### src/rtl/fetch_tracker_pkg.sv
// Shared types for the fetch tracker: the trace record, the queued pending
// fetch, and the request-side FSM states.
package ryuki_datatypes;

    localparam int REC_ADDR_W = 32;
    localparam int REC_DATA_W = 32;
    localparam int TS_W       = 32;

    typedef struct packed {
        logic [REC_ADDR_W-1:0] addr;
        logic [REC_DATA_W-1:0] instruction;
        logic [TS_W-1:0]       time_req;
        logic [TS_W-1:0]       time_gnt;
        logic [TS_W-1:0]       time_end;
    } fetch_record_t;

    // A granted fetch still waiting for its rvalid beat.
    typedef struct packed {
        logic [REC_ADDR_W-1:0] addr;
        logic [TS_W-1:0]       time_req;
        logic [TS_W-1:0]       time_gnt;
    } pending_entry_t;

    typedef enum logic {
        REQ_IDLE,
        REQ_WAIT_GNT
    } req_state_e;

endpackage

### src/rtl/trace_fifo.sv
// Synchronous FIFO with full/empty flags; a push while full is accepted only
// when a pop happens in the same cycle, a pop while empty is ignored.
module trace_fifo #(
    parameter int WIDTH = 8,
    parameter int DEPTH = 4
) (
    input  logic             clk,
    input  logic             rst,
    input  logic             push,
    input  logic             pop,
    input  logic [WIDTH-1:0] din,
    output logic [WIDTH-1:0] dout,
    output logic             full,
    output logic             empty
);

    localparam int AW = $clog2(DEPTH);

    logic [WIDTH-1:0] mem [DEPTH];
    logic [AW:0]      wr_ptr;
    logic [AW:0]      rd_ptr;
    logic             do_push;
    logic             do_pop;

    assign empty   = (wr_ptr == rd_ptr);
    assign full    = (wr_ptr[AW] != rd_ptr[AW]) && (wr_ptr[AW-1:0] == rd_ptr[AW-1:0]);
    assign do_pop  = pop & ~empty;
    assign do_push = push & (~full | do_pop);
    assign dout    = mem[rd_ptr[AW-1:0]];

    always_ff @(posedge clk or posedge rst) begin
        if (rst) begin
            wr_ptr <= '0;
            rd_ptr <= '0;
        end else begin
            if (do_push) wr_ptr <= wr_ptr + 1'b1;
            if (do_pop)  rd_ptr <= rd_ptr + 1'b1;
        end
    end

    // NOTE: storage is not reset; the pointers alone define which entries are valid.
    always_ff @(posedge clk) begin
        if (do_push) mem[wr_ptr[AW-1:0]] <= din;
    end

endmodule

### src/rtl/fetch_tracker.sv
// Passive instruction-fetch snooper producing one timestamped trace record per
// completed fetch. Define FETCH_TRACKER_DROP_CNT_EN to add the drop_count output.
module fetch_tracker
    import ryuki_datatypes::*;
#(
    parameter int ADDR_WIDTH      = 32,
    parameter int DATA_WIDTH      = 32,
    parameter int MAX_OUTSTANDING = 4,
    parameter int OUT_DEPTH       = 8
) (
    input  logic                               clk,
    input  logic                               rst,
    input  logic                               instr_req,
    input  logic [ADDR_WIDTH-1:0]              instr_addr,
    input  logic                               instr_grant,
    input  logic                               instr_rvalid,
    input  logic [DATA_WIDTH-1:0]              instr_rdata,
    input  logic [31:0]                        counter,
    output logic                               trace_valid,
    input  logic                               trace_ready,
    output fetch_record_t                      trace_o,
    output logic [$clog2(MAX_OUTSTANDING):0]   outstanding,
    output logic                               overflow,
    output logic                               protocol_err
`ifdef FETCH_TRACKER_DROP_CNT_EN
    ,
    output logic [15:0]                        drop_count
`endif
);

    localparam int OCW = $clog2(MAX_OUTSTANDING) + 1;

    req_state_e     state_q;
    req_state_e     state_d;
    logic [TS_W-1:0] time_req_q;
    logic [TS_W-1:0] time_req;

    pending_entry_t pend_in;
    pending_entry_t pend_head;
    logic           pend_full;
    logic           pend_empty;
    fetch_record_t  rec_in;
    fetch_record_t  out_head;
    logic           out_full;
    logic           out_empty;

    logic fetch_granted;
    logic pend_hit;
    logic pend_accept;
    logic grant_drop;
    logic out_pop;
    logic rec_drop;

    assign fetch_granted = instr_req & instr_grant;
    assign pend_hit      = instr_rvalid & ~pend_empty;
    assign pend_accept   = fetch_granted & (~pend_full | pend_hit);
    assign grant_drop    = fetch_granted & pend_full & ~instr_rvalid;
    assign out_pop       = trace_valid & trace_ready;
    assign rec_drop      = pend_hit & out_full & ~out_pop;

    // A request granted in its first cycle has no earlier start time to report.
    assign time_req = (state_q == REQ_IDLE) ? counter : time_req_q;

    assign pend_in = '{addr: REC_ADDR_W'(instr_addr), time_req: time_req, time_gnt: counter};
    assign rec_in  = '{addr:        pend_head.addr,
                       instruction: REC_DATA_W'(instr_rdata),
                       time_req:    pend_head.time_req,
                       time_gnt:    pend_head.time_gnt,
                       time_end:    counter};

    assign trace_valid = ~out_empty;
    assign trace_o     = trace_valid ? out_head : '0;

    always_ff @(posedge clk or posedge rst) begin
        if (rst) begin
            state_q    <= REQ_IDLE;
            time_req_q <= '0;
        end else begin
            state_q <= state_d;
            if (state_q == REQ_IDLE && instr_req && !instr_grant) time_req_q <= counter;
        end
    end

    // NOTE: default assigned first so every path drives state_d and no latch is inferred.
    always_comb begin
        state_d = state_q;
        case (state_q)
            REQ_IDLE:     if (instr_req && !instr_grant) state_d = REQ_WAIT_GNT;
            REQ_WAIT_GNT: if (instr_grant)               state_d = REQ_IDLE;
            default:                                     state_d = REQ_IDLE;
        endcase
    end

    trace_fifo #(
        .WIDTH ($bits(pending_entry_t)),
        .DEPTH (MAX_OUTSTANDING)
    ) u_pend_fifo (
        .clk   (clk),
        .rst   (rst),
        .push  (fetch_granted),
        .pop   (instr_rvalid),
        .din   (pend_in),
        .dout  (pend_head),
        .full  (pend_full),
        .empty (pend_empty)
    );

    trace_fifo #(
        .WIDTH ($bits(fetch_record_t)),
        .DEPTH (OUT_DEPTH)
    ) u_out_fifo (
        .clk   (clk),
        .rst   (rst),
        .push  (pend_hit),
        .pop   (out_pop),
        .din   (rec_in),
        .dout  (out_head),
        .full  (out_full),
        .empty (out_empty)
    );

    always_ff @(posedge clk or posedge rst) begin
        if (rst) begin
            outstanding  <= '0;
            overflow     <= 1'b0;
            protocol_err <= 1'b0;
        end else begin
            outstanding <= outstanding + OCW'(pend_accept) - OCW'(pend_hit);
            if (grant_drop || rec_drop)        overflow     <= 1'b1;
            if (instr_rvalid && pend_empty)    protocol_err <= 1'b1;
        end
    end

`ifdef FETCH_TRACKER_DROP_CNT_EN
    always_ff @(posedge clk or posedge rst) begin
        if (rst) begin
            drop_count <= '0;
        end else if ((grant_drop || rec_drop) && drop_count != 16'hFFFF) begin
            drop_count <= drop_count + 16'd1;
        end
    end
`endif

endmodule
### config.mk
export PLATFORM = sky130hd
export DESIGN_NAME = fetch_tracker
export DESIGN_NICKNAME = d
export VERILOG_FILES = /design/src/rtl/fetch_tracker_pkg.sv /design/src/rtl/trace_fifo.sv /design/src/rtl/fetch_tracker.sv
export SDC_FILE = /design/constraint.sdc
export NUM_CORES = 1
export LEC_CHECK = 0
export BUFFER_PORTS_ARGS = -buffer_cell sky130_fd_sc_hd__buf_2
export CORE_AREA = 2 2 330 332
export CTS_CLUSTER_SIZE = 40
export DETAILED_ROUTE_END_ITERATION = 8
export DIE_AREA = 0 0 332 334
export GPL_ROUTABILITY_DRIVEN = 0
export PLACE_DENSITY = 0.76
export SLEW_MARGIN = 10
export SYNTH_ARGS = -nofsm -noshare
export SYNTH_HDL_FRONTEND = slang
export SYNTH_SLANG_ARGS = --single-unit
export TNS_END_PERCENT = 10
### constraint.sdc
create_clock -name clk -period 21.5 [get_ports clk]
set_clock_uncertainty 0.1 [all_clocks]
set_input_delay 1.075 -clock clk [delete_from_list [all_inputs] [get_ports clk]]
set_output_delay 1.075 -clock clk [all_outputs]
set_load 0.02 [all_outputs]
==> flow_summary.json, run 1 <==
{
  "outcome": "finished, final reports clean",
  "maxSlewViolCount": 0,
  "synth_edf_count": 1664,
  "antenna_found_initial": 20,
  "clock_path_buffers": 3,
  "synthToLayoutAreaGrowth_pct": 12.5,
  "crit_path_frequent_cell": "buf_4",
  "clock-sinks": 1716,
  "grt_max_degree": 126,
  "drt_pass1_iterations": 5,
  "syn_avg_cell_area_um2": 23.8,
  "overflow": 0,
  "grt_pass1_wl_mm": 203,
  "grt_setup_unrepaired": "no",
  "clkPwrFrac_pct": 25.4,
  "final_common_cell": "edfxtp_1",
  "p_int_mw": 7.55,
  "die_area_um2": 111000,
  "cts_tree": "built",
  "combinationalPowerShare_pct": 32.0,
  "slowest_delay_ns": 0.99,
  "initial_utilization_pct": 60.4,
  "worstPathCellList": "buf_4 > buf_4 > mux4_2 > mux2i_1 > nor2_1 > buf_2",
  "io_pins": 268,
  "switching_share_pct": 32.6,
  "timing.fmax_mhz": 162,
  "syn_inst": 2737,
  "design.final.nets": 3190,
  "cts.hold.buffers_added": 0,
  "crit_required_ns": 20.33,
  "postCtsSetupRepairBufs": 0,
  "setup_tns_ns": 0,
  "syn-cell-area_um2": 65100,
  "end_kind": "output port",
  "tightest_slew_ns": 1.16,
  "synth_ff_type": "edfxtp_1",
  "p_leak_nw": 24.1,
  "drv_cap": 0,
  "die_h_um": 334,
  "cts-htree-levels": 4,
  "wl_mm": 138,
  "layout_min_cycle_time_ns": 6.16,
  "ys_async_sr_fraction_pct": 3.03,
  "multi_input_area_um2": 13000,
  "die_w_um": 332,
  "synth_top_family_by_area": "multiplexers",
  "ys_warn_count": 0,
  "yosys.cell_types.count": 39,
  "critPathLaunchType": "flip-flop",
  "synthMuxAreaShare_pct": 18.0,
  "final-seq-area_um2": 51300,
  "setup_viol": 0,
  "io_buffers": 267,
  "wl_per_cell_um": 29.7,
  "hp-class": "in -> async",
  "hold_viol": 0,
  "dr_total_vias": 29400,
  "vias_per_cell": 6.36,
  "drtAntennaViolNets": 0,
  "ys_ff_latch": 1716,
  "dp_slack_ns": 16.12,
  "grt_use_total_pct": 25.3,
  "core.rowCount": 121,
  "clk_pin_slew_ns": 0.06,
  "vdd_drop_max_uv": 153,
  "setup.worst_path.class": "reg -> out",
  "synth-simple-area-share_pct": 1.20,
  "crit_fanout": 77,
  "cts_resized": 0,
  "yosysSeqAreaShare_pct": 78.8,
  "fillCellCount": 6449,
  "hpwl_mm": 71.6,
  "drc": 0,
  "synthXorXnorAreaFrac_pct": 0.292,
  "drt_iter0_drc": 2790,
  "cts-root-buf": "clkbuf_16",
  "grt_pass1_vias": 31200,
  "mostFrequentLayoutCells": "edfxtp_1 (1664), mux4_2 (416), buf_2 (267)",
  "p_switching_mw": 3.65,
  "syn_nets": 2849,
  "drive_gt1_share_pct": 32.6,
  "cp.arrival_ns": 4.98,
  "setup_ws_ns": 15.34,
  "p_per_area_nw_per_um2": 153,
  "core_area_um2": 108000,
  "cpMaxStageDelayCell": "buf_4",
  "synthAdderAreaFrac_pct": 0.204,
  "slew_headroom_pct": 22.8,
  "synth_compound_area_share_pct": 0.142,
  "fin_crit_sh_pct": 28.6,
  "p_seq_share_pct": 42.6,
  "cts_buffers": 166,
  "clock_latency_ns": 0.76
}
==> cells in the mapped netlist (2+ instances only) <==
library cell | n | area share, %
xor2_1 | 5 | 0.067
mux2_2 | 65 | 1.1
buf_6 | 24 | 0.42
buf_1 | 4 | 0.023
o211ai_1 | 3 | 0.035
xnor2_2 | 2 | 0.050
nor4b_2 | 2 | 0.046
nor3_1 | 2 | 0.015
edfxtp_1 | 1664 | 77
inv_1 | 9 | 0.052
nor3b_1 | 2 | 0.023
mux4_2 | 416 | 14
ha_1 | 9 | 0.17
mux2i_1 | 160 | 2.5
clkbuf_1 | 33 | 0.19
and2_1 | 4 | 0.038
xnor2_1 | 13 | 0.17
nand4_1 | 2 | 0.019
dfrtp_1 | 52 | 2.0
nor2_1 | 165 | 0.95
nand2_1 | 5 | 0.029
buf_2 | 65 | 0.50
and3_1 | 2 | 0.019
buf_4 | 14 | 0.16
==> metrics by stage <==
step                      instances  util (%)  cell area, um^2  hold WS (ns)  power (mW)
final                          4631      67.9            73200        0.0727        11.2
after global routing           4628      67.9            73200        0.0424        11.7
after CTS                      4628      67.9            73200        0.0145        11.3
after detailed placement       4324      62.9            67800         0.383        8.45
after global placement         4324      62.9            67800         0.383        8.32
after floorplan                2737         -            65100         0.362        7.39
==> cells by family (layout without fill, tap and decap cells) <==
kind of cell | count (synthesis) | after routing
DFF | 1716 | 1716
muxes | 643 | 643
and+or+nand+nor | 189 | 189
buffers and inverters | 150 | 627
xor gates and xnor gates | 20 | 20
adders and majority gates | 10 | 10
AOI/OAI and AO/OA | 9 | 9
other | 0 | 3
==> flip-flops by register name (all words and copies together) (netlist names) <==
| name | cells |
|---|---|
| outstanding | 3 |
| overflow | 1 |
| protocol_err | 1 |
| state_q | 1 |
| time_req_q | 32 |
| u_out_fifo.mem | 1280 |
| u_out_fifo.rd_ptr | 4 |
| u_out_fifo.wr_ptr | 4 |
| u_pend_fifo.mem | 384 |
| u_pend_fifo.rd_ptr | 3 |
| u_pend_fifo.wr_ptr | 3 |
==> final timing paths <==
path | from | endpoint | slack (ns) | depth (start not counted)
max | u_out_fifo.rd_ptr[1]$_DFFE_PP0P_ | trace_o[0] | 15.34 | 6
min | rst | time_req_q[2]$_DFFE_PP0P_ | 0.07 | 2
max reg2reg | u_pend_fifo.rd_ptr[1]$_DFFE_PP0N_ | u_out_fifo.mem[4][75]$_DFFE_PP_ | 17.13 | 6
min reg2reg | u_out_fifo.wr_ptr[3]$_DFFE_PP0P_ | u_out_fifo.wr_ptr[3]$_DFFE_PP0P_ | 0.40 | 1
max in group asynchronous | rst | u_pend_fifo.rd_ptr[0]$_DFFE_PP0N_ | 20.15 | 3
min in group clk | u_out_fifo.wr_ptr[3]$_DFFE_PP0P_ | u_out_fifo.wr_ptr[3]$_DFFE_PP0P_ | 0.40 | 1
==> final cells by class <==
class	count	area share, %
inverter	10	0.0615
clock buffer	224	6.23
timing repair buffer	313	2.38
sequential	1716	70.1
antenna	3	0.0103
clock inverter	80	1.08
tap	1414	2.42
multi-input combinational	871	17.7
==> power by group through the flow <==
| stage | Sequential (mW) | Combinational [mW] | Clock (mW) |
|---|---|---|---|
| after global routing | 4.81 | 3.84 | 3.01 |
| after global placement | 4.78 | 3.54 | 0 |
| final | 4.77 | 3.59 | 2.84 |
| after CTS | 4.77 | 3.65 | 2.89 |
| after detailed placement | 4.83 | 3.62 | 0 |
| after floorplan | 4.83 | 2.56 | 0 |
==> worst max-delay path, delay by kind of cell (launching register included) <==
kind                   cells  cell delay, ns
buffers and inverters      3            2.15
multiplexers               2            1.04
flip-flops                 1            0.88
AND/OR/NAND/NOR            1            0.11
==> per-layer routing <==
metal	global-route usage [%]	vias to the layer above	routed length, um
met1	33.1	15600	51500
met2	42.9	1373	71100
met4	7.62	28	3380
met5	0	-	168
met3	5.92	261	11300
li1	-	12200	-
No activity file was read; power rests on OpenSTA's default activity.
==> run 2: changes to the inputs <==
Settings changed: CORE_AREA 2 2 330 332 to 2 2 347 349, DIE_AREA 0 0 332 334 to 0 0 349 351, PLACE_DENSITY 0.76 to 0.72.
Clock period 21.5 ns to 5.1 ns, I/O delays scaled along.
==> flow_summary.json, run 2 (synthesis results as in run 1) <==
{
  "outcome": "finished, final reports clean",
  "die_area_um2": 122000,
  "hold_end": "u_pend_fifo.mem[2][69]$_DFFE_PP_",
  "p_switching_mw": 15.5,
  "drtAntennaViolNets": 0,
  "end_kind": "output port",
  "cts_buffers": 166,
  "drt_iter0_drc": 3031,
  "p_int_mw": 31.9,
  "postCtsSetupRepairBufs": 0,
  "largest_register_ffs": 1280,
  "r2r_start": "u_pend_fifo.rd_ptr[1]$_DFFE_PP0N_",
  "fin_crit_sh_pct": 81.6,
  "io_pins": 268,
  "grt_max_degree": 157,
  "combinationalPowerShare_pct": 32.6,
  "drt_pass1_iterations": 5,
  "multi_input_area_um2": 13100,
  "hpwl_mm": 72.7,
  "setup.worst_path.class": "reg -> out",
  "crit_required_ns": 4.74,
  "p_leak_nw": 24.6,
  "grt_setup_unrepaired": "no",
  "fillCellCount": 7803,
  "grt_pass1_vias": 31200,
  "die_w_um": 349,
  "layout_min_cycle_time_ns": 4.16,
  "overflow": 0,
  "critPathLaunchType": "flip-flop",
  "crit_fanout": 156,
  "setup_viol": 0,
  "place_inst": 4452,
  "dr_total_vias": 29800,
  "instances_no_fill": 4859,
  "tightest_slew_ns": 1.19,
  "clock-sinks": 1716,
  "hold_start": "instr_addr[5]",
  "post_dp_cell_area_um2": 68200,
  "final_common_cell": "edfxtp_1",
  "timing.fmax_mhz": 240,
  "core_area_um2": 119000,
  "hold_slack_ns": 0.186,
  "cts-htree-levels": 4,
  "cts-root-buf": "clkbuf_16",
  "core.rowCount": 127,
  "mostFrequentLayoutCells": "edfxtp_1 (1664), mux4_2 (416), buf_2 (267)",
  "hold_viol": 0,
  "r2r_slack_ns": 1.32,
  "wl_mm": 140,
  "clkPwrFrac_pct": 25.3,
  "io_buffers": 267,
  "maxSlewViolCount": 0,
  "wl_per_cell_um": 28.9,
  "holdPathStages": 2,
  "grt_use_total_pct": 23.1,
  "vias_per_cell": 6.13,
  "initial_utilization_pct": 54.7,
  "grt_pass1_wl_mm": 205,
  "switching_share_pct": 32.7,
  "p_seq_share_pct": 42.2,
  "antenna_found_initial": 11,
  "clk_pin_slew_ns": 0.06,
  "reg2reg_to": "u_out_fifo.mem[3][99]$_DFFE_PP_",
  "drc": 0,
  "die_h_um": 351,
  "hp-class": "in -> reg",
  "p_per_area_nw_per_um2": 636,
  "drv_cap": 0,
  "design.final.nets": 3286,
  "synthToLayoutAreaGrowth_pct": 14.7,
  "clock_path_buffers": 3,
  "vdd_drop_max_uv": 645,
  "slew_headroom_pct": 20.7,
  "final-seq-area_um2": 51300,
  "cts_tree": "built",
  "reg2reg_depth": 5,
  "design_area_um2": 74600,
  "clock_latency_ns": 0.76,
  "cp.arrival_ns": 3.81,
  "drive_gt1_share_pct": 31.9
}
==> run 2: cell types whose count changed in the layout (fill, tap and decap cells not counted), moves of 3 or more <==
| cell | previous run | this run |
|---|---|---|
| buf_12 | 5 | 21 |
| buf_4 | 41 | 19 |
| clkbuf_1 | 47 | 27 |
| clkbuf_8 | 4 | 7 |
| clkinv_1 | 32 | 36 |
| clkinv_2 | 22 | 32 |
| clkinvlp_4 | 2 | 5 |
| dlygate4sd3_1 | 0 | 102 |
==> run 2: power by group through the flow <==
stage               Clock [mW]  Sequential, mW  Combinational (mW)
global route              12.7            20.2                16.5
finish                    12.0            20.0                15.4
detailed placement           0            20.3                15.6
floorplan                    0            19.9                10.9
global placement             0            20.1                15.3
CTS                       12.2            20.0                15.8
==> run 2: worst max path at each step <==
stage / start / endpoint / slack (ns) / cells after the start
2_1_floorplan: u_pend_fifo.rd_ptr[0]$_DFFE_PP0N_ / u_out_fifo.mem[4][0]$_DFFE_PP_ / -1.78 / 5
3_3_place_gp: u_pend_fifo.rd_ptr[1]$_DFFE_PP0N_ / u_out_fifo.mem[3][96]$_DFFE_PP_ / 1.47 / 5
3_5_place_dp: u_pend_fifo.rd_ptr[1]$_DFFE_PP0N_ / u_out_fifo.mem[3][98]$_DFFE_PP_ / 1.37 / 5
4_1_cts: u_out_fifo.rd_ptr[1]$_DFFE_PP0P_ / trace_o[40] / 0.89 / 5
5_1_grt: u_out_fifo.rd_ptr[1]$_DFFE_PP0P_ / trace_o[64] / 0.74 / 5
6_report: u_out_fifo.rd_ptr[1]$_DFFE_PP0P_ / trace_o[40] / 0.94 / 5
==> run 2: critical path, cell delays in order (launching register included) <==
cell,delay [ns]
dfrtp_4,0.93
buf_12,0.69
mux4_2,0.47
mux2i_1,0.48
nor2_1,0.07
buf_2,0.18
==> run 2: area by class of cell <==
type                       instances  area share, %
antenna                            2        0.00671
clock buffer                     207           6.07
clock inverter                    96           1.13
inverter                          10         0.0604
multi-input combinational        871           17.5
sequential                      1716           68.7
tap                             1548           2.60
timing repair buffer             409           3.91
==> run 2: repair_timing <==
action | 4_1_cts | 5_1_grt
hold buffers | 102 | 0
endpoints found under the hold margin | 891 | 0
gates resized for setup | 0 | 0
==> run 2: through the flow <==
step	worst slack (ns)	total power, mW	utilization [%]	TNS (ns)
CTS	0.893	48.0	62.7	0
detailed placement	1.37	35.9	57.3	0
floorplan	-1.78	30.8	-	-1279.94
global placement	1.47	35.4	57.3	0
finish	0.938	47.4	62.7	0
global route	0.743	49.4	62.7	0
==> run 2: per-layer routing <==
metal  vias to the layer above  GRT usage [%]  part of all wire [%]
li1                      12400              -                     -
met1                     15900           31.3                    39
met2                      1280           38.5                    50
met3                       207           5.22                   8.5
met4                        18           6.03                   2.1
met5                         -              0                 0.083
